==> src/rtl/jesd204_dac_tx_source.sv <==
// Sample source for a JESD204 DAC link. It streams pass-through DAC data, a
// ramp, a constant or zeros into tx_tdata, aligned to the first multiframe after enable.
module jesd204_dac_tx_source #(
    parameter logic [15:0] RAMP_SEED = 16'h0000,
    parameter int          UFLOW_W   = 16
) (
    input  logic               tx_core_clk,
    input  logic               tx_aresetn,
    input  logic               enable,
    input  logic [1:0]         mode,
    input  logic [15:0]        const_val,
    input  logic               uflow_clr,
    input  logic [255:0]       dac_data,
    input  logic               dac_valid,
    output logic               dac_ready,
    input  logic               tx_tready,
    input  logic [3:0]         tx_start_of_multiframe,
    output logic [255:0]       tx_tdata,
    output logic               running,
    output logic [UFLOW_W-1:0] uflow_cnt
);

    typedef enum logic [1:0] {
        IDLE    = 2'd0,
        WAIT_MF = 2'd1,
        RUN     = 2'd2
    } state_t;

    localparam logic [1:0] MODE_PASS  = 2'd0;
    localparam logic [1:0] MODE_RAMP  = 2'd1;
    localparam logic [1:0] MODE_CONST = 2'd2;

    state_t             state_q, state_d;
    logic [255:0]       tdata_q, tdata_d;
    logic [15:0]        ramp_base_q, ramp_base_d;
    logic [UFLOW_W-1:0] uflow_q, uflow_d;
    logic               running_q;
    logic               link_ok;
    logic               run_update;

    // Only the lane-0 multiframe marker is used for alignment.
    logic unused_somf;
    assign unused_somf = ^tx_start_of_multiframe[3:1];

    assign link_ok    = enable & tx_tready;
    assign run_update = (state_q == RUN) & link_ok;

    assign dac_ready = tx_tready & (state_q == RUN) & (mode == MODE_PASS);
    assign tx_tdata  = tdata_q;
    assign running   = running_q;
    assign uflow_cnt = uflow_q;

    always_comb begin
        state_d     = state_q;
        tdata_d     = tdata_q;
        ramp_base_d = ramp_base_q;
        uflow_d     = uflow_q;

        case (state_q)
            IDLE: begin
                tdata_d = '0;
                if (link_ok) state_d = WAIT_MF;
            end
            WAIT_MF: begin
                tdata_d = '0;
                if (!link_ok)                       state_d = IDLE;
                else if (tx_start_of_multiframe[0]) state_d = RUN;
            end
            RUN: begin
                // Leaving RUN freezes the word; IDLE flushes it to zeros next cycle.
                if (!link_ok) begin
                    state_d = IDLE;
                end else begin
                    case (mode)
                        MODE_PASS:  tdata_d = dac_valid ? dac_data : '0;
                        MODE_RAMP: begin
                            for (int c = 0; c < 4; c++) begin
                                for (int s = 0; s < 4; s++) begin
                                    tdata_d[64*c + 16*s +: 16] = ramp_base_q + 16'(s);
                                end
                            end
                        end
                        MODE_CONST: tdata_d = {16{const_val}};
                        default:    tdata_d = '0;
                    endcase
                end
            end
            default: begin
                state_d = IDLE;
                tdata_d = '0;
            end
        endcase

        // The ramp phase only survives while continuously streaming ramp words.
        if ((state_q != RUN) || (mode != MODE_RAMP)) begin
            ramp_base_d = RAMP_SEED;
        end else if (run_update) begin
            ramp_base_d = ramp_base_q + 16'd4;
        end

        if (uflow_clr) begin
            uflow_d = '0;
        end else if (run_update && (mode == MODE_PASS) && !dac_valid && !(&uflow_q)) begin
            uflow_d = uflow_q + UFLOW_W'(1);
        end
    end

    always_ff @(posedge tx_core_clk or negedge tx_aresetn) begin
        if (!tx_aresetn) begin
            state_q     <= IDLE;
            tdata_q     <= '0;
            ramp_base_q <= RAMP_SEED;
            uflow_q     <= '0;
            running_q   <= 1'b0;
        end else begin
            state_q     <= state_d;
            tdata_q     <= tdata_d;
            ramp_base_q <= ramp_base_d;
            uflow_q     <= uflow_d;
            running_q   <= (state_d == RUN);
        end
    end

endmodule

==> config.mk <==
export PLATFORM = sky130hd
export DESIGN_NAME = jesd204_dac_tx_source
export DESIGN_NICKNAME = d
export VERILOG_FILES = /design/src/rtl/jesd204_dac_tx_source.sv
export SDC_FILE = /design/constraint.sdc
export NUM_CORES = 1
export LEC_CHECK = 0
export ABC_AREA = 1
export CAP_MARGIN = 0
export CORE_AREA = 2 2 216 218
export DETAILED_ROUTE_END_ITERATION = 8
export DIE_AREA = 0 0 218 220
export PLACE_DENSITY = 0.68
export SYNTH_ARGS = -nofsm -noshare
export SYNTH_HDL_FRONTEND = slang
export SYNTH_SLANG_ARGS = --single-unit
==> constraint.sdc <==
create_clock -name tx_core_clk -period 2.9 [get_ports tx_core_clk]
set_clock_uncertainty 0.15 [all_clocks]
set_input_delay 0.725 -clock tx_core_clk [delete_from_list [all_inputs] [get_ports tx_core_clk]]
set_output_delay 0.725 -clock tx_core_clk [all_outputs]
set_load 0.02 [all_outputs]
==> impl_metrics.yaml <==
run_status:
  outcome: "complete, no violations"
sta:
  fmaxAchievable_mhz: 374
  period_needed_ns: 2.67
  maxSlewViolCount: 0
  finalHoldViolations: 0
  setup_viol: 0
  fin_setup_tns_ns: 0
  finalCritPeriodShare_pct: 92.2
  relSlewSlack_pct: 45.5
  tightestPinTransition_ns: 0.817
  whs_ns: 0.330
  rsz0062_at_grt: "no"
finish:
  fillers: 4328
  syn2layout_area_growth_pct: 57.9
  antenna_cells: 0
  multi_input_area_um2: 5280
  drive_gt1_share_pct: 8.28
  fin_area_um2: 21100
  final_nets: 2319
  ff_latch_area_um2: 7230
synth:
  synth_top_area_share_pct: 54.1
  synth.distinct_cells: 33
  synth_top_cell_by_area: "dfrtp_1"
  synthCells: 1495
  syn_area_per_cell_um2: 8.95
  synth_edf_count: 0
  synth_flop_cell: "dfrtp_1"
  synth.most_common_cell: "nand2_1"
  synth.cell_area_um2: 13400
  yosys_register_bits: 289
  ys.warnings.count: 0
  synthTopCellsByCount: "352 x nand2_1, 289 x dfrtp_1, 240 x a31oi_1"
  async_flop_share_pct: 100
  synth_nets: 1781
  synth_area_leaders: "dfrtp_1 54%, a31oi_1 11%, nand2_1 9.9%"
  synth_seq_area_share_pct: 54.1
cts:
  root_buffer: "clkbuf_16"
  clkTransAtPathRegs_ns: 0.05
  clock_path_buffers: 3
  cts-htree-levels: 2
  worstSkewPairLatency_ns: 0.53
  clock-sinks: 289
  cts_made_buffers: 34
  cts_tree: "done"
  postCtsSetupBuffers: 0
floorplan:
  fp.dieH_um: 220
  placeableCoreArea_um2: 45900
  die_w_um: 218
  die_area_um2: 48000
  rows: 79
  start_util_pct: 29.2
  io_pins: 558
min_path:
  min_from: "tx_tdata[32]"
  worst_hold_path.num_cells: 1
  min_to: "tx_tdata[32]"
  hold_path.class: "reg2reg"
critical_path:
  r2r-start: "state_q[0]"
  rr_endpoint: "uflow_cnt[5]"
  crit_slowest_cell: "clkdlybuf4s50_1"
  startpoint_type: "input port"
  reg2regPathDepth: 7
  critPathCaptureType: "output pin"
  worst-path-max-fanout: 2
  ff2ff_setup_slack_ns: 0.97
  crit_path_max_incr_delay_ns: 0.47
  crit_arrival_ns: 1.80
  cp_cell_sequence: "clkdlybuf4s50_1, nor2_4, nand2_1, nor2_1, dlygate4sd2_1"
  crit_required_ns: 2.03
  crit_type: "in2out"
place:
  placed_area_um2: 20000
  place_congestion: 0.877
  hpwl_mm: 40.2
  port_buffers: 554
power:
  ir_worst_vdd_mv: 0.358
  power_density_nw_per_um2: 437
  leakagePower_uw: 0.00860
global_routing:
  grt_pass1_wl_mm: 83.6
  grt_max_degree: 113
  grt_pass1_vias: 13600
  grt-ovfl-total: 0
  antenna_found_initial: 2
  grt_use_total_pct: 22.8
detailed_routing:
  postRouteWirelength_mm: 57.2
  vias: 14100
  drt-initial-drc-count: 1727
  drt-wirelength-per-cell_um: 21.5
  ant_nets: 0
  drc: 0
  via_per_inst: 5.31
  first_pass_iters: 6
run:
  drv_cap: 0
stage by stage:
stage          setup WS (ns)  total power (uW)  std cells  util, %
2_1_floorplan          0.392              4450       1495        -
3_3_place_gp         -0.0594              5130       2603     43.7
3_5_place_dp         -0.0471              5150       2603     43.7
4_1_cts                0.219              9340       2661     46.1
5_1_grt                0.167              9580       2661     46.1
6_report               0.225              9230       2661     46.1
state kept, by name, indices dropped and copies added, names as in the netlist:
signal       count
running          1
state_q          2
tx_tdata       256
uflow_cnt       16
ramp_base_q     14
critical path: cells and delay by family:
family,cells,cell delay [ns]
and+or+nand+nor,3,0.26
buffers and inverters,2,0.81
cell type report:
cell class	instances	area share, %
well taps	607	3.60
repair buffers	633	31.4
multi-input cells	1037	25.0
clock inverters	11	0.427
clock buffers	46	4.63
flip-flops and latches	289	34.2
inverters	38	0.675
placed cells by master, fill, tap and decap left out, drive strengths merged, types with 6 or more instances in the layout:
cell type,instances
a21o,17
a21oi,21
a31oi,240
buf,79
clkbuf,47
clkdlybuf4s50,551
clkinv,8
dfrtp,289
inv,39
nand2,376
nand3,55
nand4,6
nor2,42
nor3,6
o21ai,260
xor2,6
where the power goes:
part,leakage [uW],internal [uW],total (uW),switching [uW]
registers,0.00404,4040,4040,3.58
clock network,0.000531,2450,4160,1710
logic,0.00403,517,1030,516
layer usage:
layer	vias up	part of all wire, %	track usage (%)
met1	6872	40	29.6
met3	133	8.9	5.29
li1	6337	-	-
met4	4	3.6	8.41
met5	-	0.052	0
met2	778	47	36.9
cell families after synthesis:
group                    Yosys count  synth area share [%]
XOR/XNOR                           7                 0.458
flip-flops                       289                  54.1
AO/OA/AOI/OAI                    541                  23.0
buffers and inverters            169                  6.55
adder cells (fa/ha/maj)            2                 0.187
AND/OR/NAND/NOR                  487                  15.8
timing repair:
item | 4_1_cts | 5_1_grt
hold buffers | 1 | 0
endpoints found under the hold margin | 41 | 0
resized for setup | 1 | 0
setup endpoints to repair | 1 | 0
worst max path at each step:
| stage | cells past startpoint | slack (ns) | start | end |
|---|---|---|---|---|
| after floorplan | 5 | 0.39 | mode[0] | dac_ready |
| after global placement | 5 | -0.06 | mode[0] | dac_ready |
| after detailed placement | 5 | -0.05 | mode[0] | dac_ready |
| after CTS | 5 | 0.22 | mode[0] | dac_ready |
| after global routing | 5 | 0.17 | mode[0] | dac_ready |
| final | 5 | 0.23 | mode[0] | dac_ready |
(Power assumes the default switching activity.)
